==> config.mk <==
export PLATFORM = sky130hd
export DESIGN_NAME = desync_delay_bank
export DESIGN_NICKNAME = d
export VERILOG_FILES = /design/src/rtl/desync_delay_bank.sv
export SDC_FILE = /design/constraint.sdc
export NUM_CORES = 1
export LEC_CHECK = 0
export CAP_MARGIN = 20
export CORE_MARGIN = 2
export CORE_UTILIZATION = 67
export DETAILED_ROUTE_END_ITERATION = 8
export DONT_BUFFER_PORTS = 1
export GPL_TIMING_DRIVEN = 0
export HOLD_SLACK_MARGIN = 0.15
export PLACE_DENSITY = 0.92
export RECOVER_POWER = 25
export SLEW_MARGIN = 20
export SYNTH_ARGS = -nofsm -noshare
export SYNTH_HDL_FRONTEND = slang
export SYNTH_SLANG_ARGS = --single-unit
==> constraint.sdc <==
create_clock -name clk -period 4.6 [get_ports clk]
set_input_delay 0.92 -clock clk [delete_from_list [all_inputs] [get_ports clk]]
set_output_delay 0.92 -clock clk [all_outputs]
set_load 0.02 [all_outputs]
==> src/rtl/desync_delay_bank.sv <==
// desync_delay_bank: NCH-channel clock-synchronous matched-delay bank.
// Each channel delays its request level by a runtime-selectable tap
// (TAP0..TAP3 cycles). A new select is held pending and only applied while
// the channel's shift chain is quiet, so outp never glitches on a tap change.
// Optional per-channel transition counters are enabled by defining the
// macro DELAY_EVCNT_EN (adds port ev_cnt).
module desync_delay_bank #(
  parameter int unsigned NCH       = 4,
  parameter int unsigned MAX_DELAY = 32,
  parameter int unsigned TAP0      = 14,
  parameter int unsigned TAP1      = 20,
  parameter int unsigned TAP2      = 24,
  parameter int unsigned TAP3      = 30,
  parameter logic [1:0]  RESET_SEL = 2'd3,
  parameter int unsigned CH_W      = 2
) (
  input  logic              clk,
  input  logic              rst_n,
  input  logic [NCH-1:0]    inp,
  output logic [NCH-1:0]    outp,
  input  logic              cfg_we,
  input  logic [CH_W-1:0]   cfg_ch,
  input  logic [1:0]        cfg_sel,
  output logic [NCH-1:0]    busy,
  output logic [NCH-1:0]    sel_pending,
  output logic [2*NCH-1:0]  sel_active
`ifdef DELAY_EVCNT_EN
  ,
  output logic [16*NCH-1:0] ev_cnt
`endif
);

  localparam int unsigned IW = (MAX_DELAY > 1) ? $clog2(MAX_DELAY) : 1;

  // Chain bit index that feeds outp for a given select code.
  function automatic logic [IW-1:0] tap_idx(input logic [1:0] s);
    case (s)
      2'b00:   return IW'(TAP0 - 1);
      2'b01:   return IW'(TAP1 - 1);
      2'b10:   return IW'(TAP2 - 1);
      default: return IW'(TAP3 - 1);
    endcase
  endfunction

  logic [MAX_DELAY-1:0] r_chain  [NCH];
  logic [1:0]           r_pend   [NCH];
  logic [1:0]           r_active [NCH];
  logic [NCH-1:0]       r_outp;
  logic [NCH-1:0]       r_busy;
  logic [NCH-1:0]       r_pending;

  logic [NCH-1:0]       w_quiet;
  logic [NCH-1:0]       w_wr;
  logic [NCH-1:0]       w_apply;
  logic [NCH-1:0]       w_out_next;

  // Per-channel quiet detect, config decode, apply decision and next outp.
  always_comb begin
    w_quiet    = '0;
    w_wr       = '0;
    w_apply    = '0;
    w_out_next = '0;
    for (int unsigned c = 0; c < NCH; c++) begin
      w_quiet[c]    = (r_chain[c] == {MAX_DELAY{inp[c]}});
      // Channel indices >= NCH never match, so such writes are dropped.
      w_wr[c]       = cfg_we && (cfg_ch == CH_W'(c));
      // A write in the same cycle takes priority over applying the old pend.
      w_apply[c]    = w_quiet[c] && r_pending[c] && !w_wr[c];
      w_out_next[c] = r_chain[c][tap_idx(r_active[c])];
    end
  end

  // Shift chains, registered outputs, busy flags and select bookkeeping.
  always_ff @(posedge clk) begin
    if (!rst_n) begin
      for (int unsigned c = 0; c < NCH; c++) begin
        r_chain[c]  <= '0;
        r_pend[c]   <= '0;
        r_active[c] <= RESET_SEL;
      end
      r_outp    <= '0;
      r_busy    <= '0;
      r_pending <= '0;
    end else begin
      for (int unsigned c = 0; c < NCH; c++) begin
        r_chain[c] <= {r_chain[c][MAX_DELAY-2:0], inp[c]};
        r_outp[c]  <= w_out_next[c];
        r_busy[c]  <= !w_quiet[c];
        if (w_wr[c]) begin
          r_pend[c]    <= cfg_sel;
          r_pending[c] <= 1'b1;
        end else if (w_apply[c]) begin
          r_active[c]  <= r_pend[c];
          r_pending[c] <= 1'b0;
        end
      end
    end
  end

  // Pack per-channel state onto the flat output buses.
  always_comb begin
    sel_active = '0;
    for (int unsigned c = 0; c < NCH; c++) begin
      sel_active[2*c +: 2] = r_active[c];
    end
  end

  assign outp        = r_outp;
  assign busy        = r_busy;
  assign sel_pending = r_pending;

`ifdef DELAY_EVCNT_EN
  logic [15:0] r_cnt [NCH];

  // Saturating outp transition counters, cleared when a new select applies.
  always_ff @(posedge clk) begin
    if (!rst_n) begin
      for (int unsigned c = 0; c < NCH; c++) r_cnt[c] <= '0;
    end else begin
      for (int unsigned c = 0; c < NCH; c++) begin
        if (w_apply[c])
          r_cnt[c] <= '0;
        else if ((w_out_next[c] != r_outp[c]) && (r_cnt[c] != '1))
          r_cnt[c] <= r_cnt[c] + 16'd1;
      end
    end
  end

  // Pack counters onto the flat ev_cnt bus.
  always_comb begin
    ev_cnt = '0;
    for (int unsigned c = 0; c < NCH; c++) begin
      ev_cnt[16*c +: 16] = r_cnt[c];
    end
  end
`endif

endmodule

==> results.md <==
- The library cells used most frequently in the layout, excluding fill and tap cells, are sky130_fd_sc_hd__dfxtp_1, sky130_fd_sc_hd__and2_1, sky130_fd_sc_hd__nor2_1, sky130_fd_sc_hd__nor3_1, sky130_fd_sc_hd__nand2_1.
- The hold-critical path depth is 1.
- In this run, post-CTS repair resized a total of 0 instances.
- Summed over all layers, the routed wires come to 11200 um.
- The instance area after placement is 5720 um2.
- The largest delay contributor family on the critical path is simple AND/OR/NAND/NOR gates.
- The die covers 9080 um2.
- Counting flops with a built-in enable in the synthesized netlist gives 16.
- TritonCTS created 17 clock buffers.
- The number of buffers on the longest clock path is 2.
- The area inside the core boundary is 8130 um2.
- Global routing used 26.5% of the available tracks across all layers.
- After synthesis, flip-flops and latches occupy 58.8% of the total area.
- The flow ran to the end, and the final reports show no timing, DRC or antenna violations.
- The path with the worst hold slack has its endpoint at r_chain[1][19]$_SDFF_PN0_.
- Ranked by total cell area, the synthesized netlist is headed by sky130_fd_sc_hd__dfxtp_1, sky130_fd_sc_hd__and2_1, sky130_fd_sc_hd__edfxtp_1.
- After synthesis the netlist holds a flip-flop and latch count of 156.
- The number of top-level design ports is 31.
- The final route contains 3841 vias.
- The total clock sinks is 156.
- Headroom to the max-slew limit came out at 52.5%.
- The beginning of the critical path is inp[2].
- The number of different library cells used by synthesis comes to 27.
- In the final timing run, aggregate negative setup slack is 0 ns.
- The arrival time at the worst endpoint is 2.26 ns.
- For this run, the detailed router's first-pass iteration total came to 7.
- The cell with the largest stage delay on the worst path is sky130_fd_sc_hd__nor4_2.
- The clock latency on the worst-skew pair is 0.52 ns.
- The number of max-slew violations in the final report is 0.
- The critical path launch point type is a primary input.
- The path class of the tightest hold or removal check is flip-flop to flip-flop.
- The signed area change from the synthesized netlist to the final layout is 12.2%.
- The count of nets left with antenna violations once routing finished came out at 0.
- The floorplan step set the die height to 95.3 um.
- The filler cells instantiated in the layout total 440.
- The number of hold-slack violations in the final timing report is 0.
- Summed over all nets, wire length on met2 after detailed routing comes to 5510 um.
- The power per cell area is 443 nW/um2.
- The end of the worst register-to-register path is r_active[3][1]$_SDFFCE_PN1P_.
- The worst clock skew on the final layout is 0.00963 ns.
- The worst path uses 44.1% of the clock period.
- The number of max-capacitance violations reported is 0.
- The number of buffers inserted by port buffering is 0.
- The length of routed wiring on met1 is 4750 um.
- The HPWL after detailed placement is 7120 um.
- The post-CTS setup repair buffer count is 0.
- Among all flip-flop cells after synthesis, the most frequent one is sky130_fd_sc_hd__dfxtp_1.
- For flop-to-flop paths, the worst setup slack is 2.60 ns.
- After synthesis the cells add up to 5580 um2.
- Based on the critical path, the design can be clocked at up to 493 MHz.
- The mean instance size in the synthesized netlist is 10.8 um2.
- Traced cell by cell, the critical path runs through buf_6, nor3_1, a31oi_1, nor4_2, a31o_1.
- The number of antenna diodes in the final layout is 0.
- The maximum vdd drop is 0.305 mV.
- At the end of the flow, the number of nets in the layout was 553.
- After clock tree synthesis, the clock-pin slew on the worst setup and hold paths is 0.06 ns.
- Cells fill 77.0% of the core in the end.
- The proportion of register bits with asynchronous set or reset after synthesis is 0%.
- Setup violations remaining at the end of the flow were counted as 0.
- The launch instance of the worst min-delay path is r_chain[1][18]$_SDFF_PN0_.
- The top layer reached by signal wires is met4.
- Of all nets on the critical path, the largest fanout is 9.
- The first routing iteration left 247 violations.
- The weighted congestion at the end of routability-driven global placement is 0.794.
- The buffer cell driving the clock tree root is sky130_fd_sc_hd__clkbuf_8.
- Together, buffers and inverters on the worst path number 1.
- The first global-routing pass estimated 18000 um of wire.
- The launching point of the worst reg2reg path is r_chain[3][29]$_SDFF_PN0_.
- The pin count of the biggest net entering global routing is 17.
- The library cell used most frequently in the layout, excluding fill and tap cells, is sky130_fd_sc_hd__dfxtp_1.
- Once the floorplan was initialized, standard cells occupied 68.7% of the core.
- For the worst flop-to-flop path, the logic depth is 5.
- The number of antenna violations at the first check in global routing was 0.
- The post-layout instance area is 6260 um2.
- The length of routed met3 wiring is 661 um.
- The slew at the pin with the worst max-slew slack is 0.712 ns.
- The per-cell routed wire length is 17.2 um.
- The start-to-end type of the worst setup path is primary input to flip-flop.
- Setup repair after global routing left no endpoint under its margin.
- The clock tree from TritonCTS is done.
- The die boundary width is 95.3 um.
- The number of nets in the synthesized netlist is 534.
- The number of rows created at floorplan is 33.
- Buffers inserted to repair hold after CTS numbered 0.
- CTS built an H-tree with a depth of 4.
- The share of synthesized area in the top cell type comes to 50.2%.
- The sort of element at the end of the critical path is a flip-flop.
- The number of warnings reported in the yosys synthesis log is 0.
- For the finished layout, the period the worst path requires is 2.03 ns.
- The via count of the first global-routing pass is 3766.
- In the routed layout, each cell is associated on average with a via count of 5.89.
- The residual overflow from global routing is 0.
- For this run, design rule violations remaining after detail routing come to 0.
- The instance count of the mapped netlist is 515.
- The leakage power total is 0.00235 uW.
- The fraction of layout instances using a drive strength above 1 is 9.51%.
- The longest individual stage delay on the worst path is 0.57 ns.
- The required time of the worst setup path is 4.84 ns.
- Summed over all instances, the cell type with the most area after synthesis is sky130_fd_sc_hd__dfxtp_1.
-- state kept, by name, indices dropped and copies added (netlist names) --
register,count
busy,4
outp,4
r_active,8
r_chain,128
r_pend,8
sel_pending,4
-- metal layers --
metal,vias up,track usage [%]
li1,1826,-
met1,1866,32.4
met2,121,43.5
met3,28,6.80
met4,0,12.9
met5,-,0
-- worst max path at each step --
stage,endpoint,slack [ns],cells after the start
CTS,sel_pending[3],2.59,0
finish,r_active[2][1]$_SDFFCE_PN1P_,2.57,5
detailed placement,r_active[3][0]$_SDFFCE_PN1P_,2.13,6
global route,r_active[3][1]$_SDFFCE_PN1P_,2.50,5
floorplan,r_active[0][0]$_SDFFCE_PN1P_,2.37,5
global placement,r_active[2][0]$_SDFFCE_PN1P_,2.19,5
-- power breakdown --
group          leakage, uW  internal, uW  switching [uW]
Combinational     0.000812          24.2            46.8
Sequential         0.00126          1390            15.7
Clock             0.000275           763             540
Total              0.00235          2180             603
-- cells by family (layout without fill, tap and decap cells) --
kind of cell	after synthesis	in the layout	synth area share [%]
and+or+nand+nor	282	282	29.8
DFF	156	156	58.8
buffers and inverters	33	65	2.64
AOI/OAI and AO/OA	24	24	2.87
muxes	12	12	4.08
adders and majority gates	8	8	1.79
-- worst register-to-register path: cells and delay by family, from the launching register on --
kind / cells / cell delay, ns
AO/OA/AOI/OAI: 2 / 0.38
flip-flops: 1 / 0.40
AND/OR/NAND/NOR: 3 / 0.93
-- through the flow --
step	hold WS (ns)	total power [uW]	setup slack, ns	instances
3_3_place_gp	0.457	1500	2.19	620
6_report	0.483	2780	2.57	652
2_1_floorplan	0.453	1480	2.37	515
3_5_place_dp	0.467	1500	2.13	620
5_1_grt	0.499	2850	2.50	652
4_1_cts	0.480	2780	2.59	652
-- Yosys cell counts, types with 3 or more instances --
library cell               instances
sky130_fd_sc_hd__o22ai_1           4
sky130_fd_sc_hd__a31oi_1          16
sky130_fd_sc_hd__nand4_1          16
sky130_fd_sc_hd__nor3_1           27
sky130_fd_sc_hd__clkbuf_1         16
sky130_fd_sc_hd__nor4_2            5
sky130_fd_sc_hd__buf_6             3
sky130_fd_sc_hd__nand4b_1          8
sky130_fd_sc_hd__nand3_1          17
sky130_fd_sc_hd__nor3_2            5
sky130_fd_sc_hd__and2_1          131
sky130_fd_sc_hd__nand2_1          22
sky130_fd_sc_hd__mux2i_1           4
sky130_fd_sc_hd__ha_1              8
sky130_fd_sc_hd__dfxtp_1         140
sky130_fd_sc_hd__nor4_1           14
sky130_fd_sc_hd__nor2_1           32
sky130_fd_sc_hd__edfxtp_1         16
sky130_fd_sc_hd__a31o_1            4
sky130_fd_sc_hd__inv_1            13
sky130_fd_sc_hd__mux4_2            6
-- final cells by class --
class                      instances  area (um2)  share of cell area, %
inverter                          13        48.8                  0.779
clock buffer                      22         464                   7.41
sequential                       156        3280                   52.4
multi-input combinational        326        2150                   34.4
buffer                            20        98.8                   1.58
clock inverter                    10        85.1                   1.36
tap                              105         131                   2.10
(Power assumes the default switching activity.)
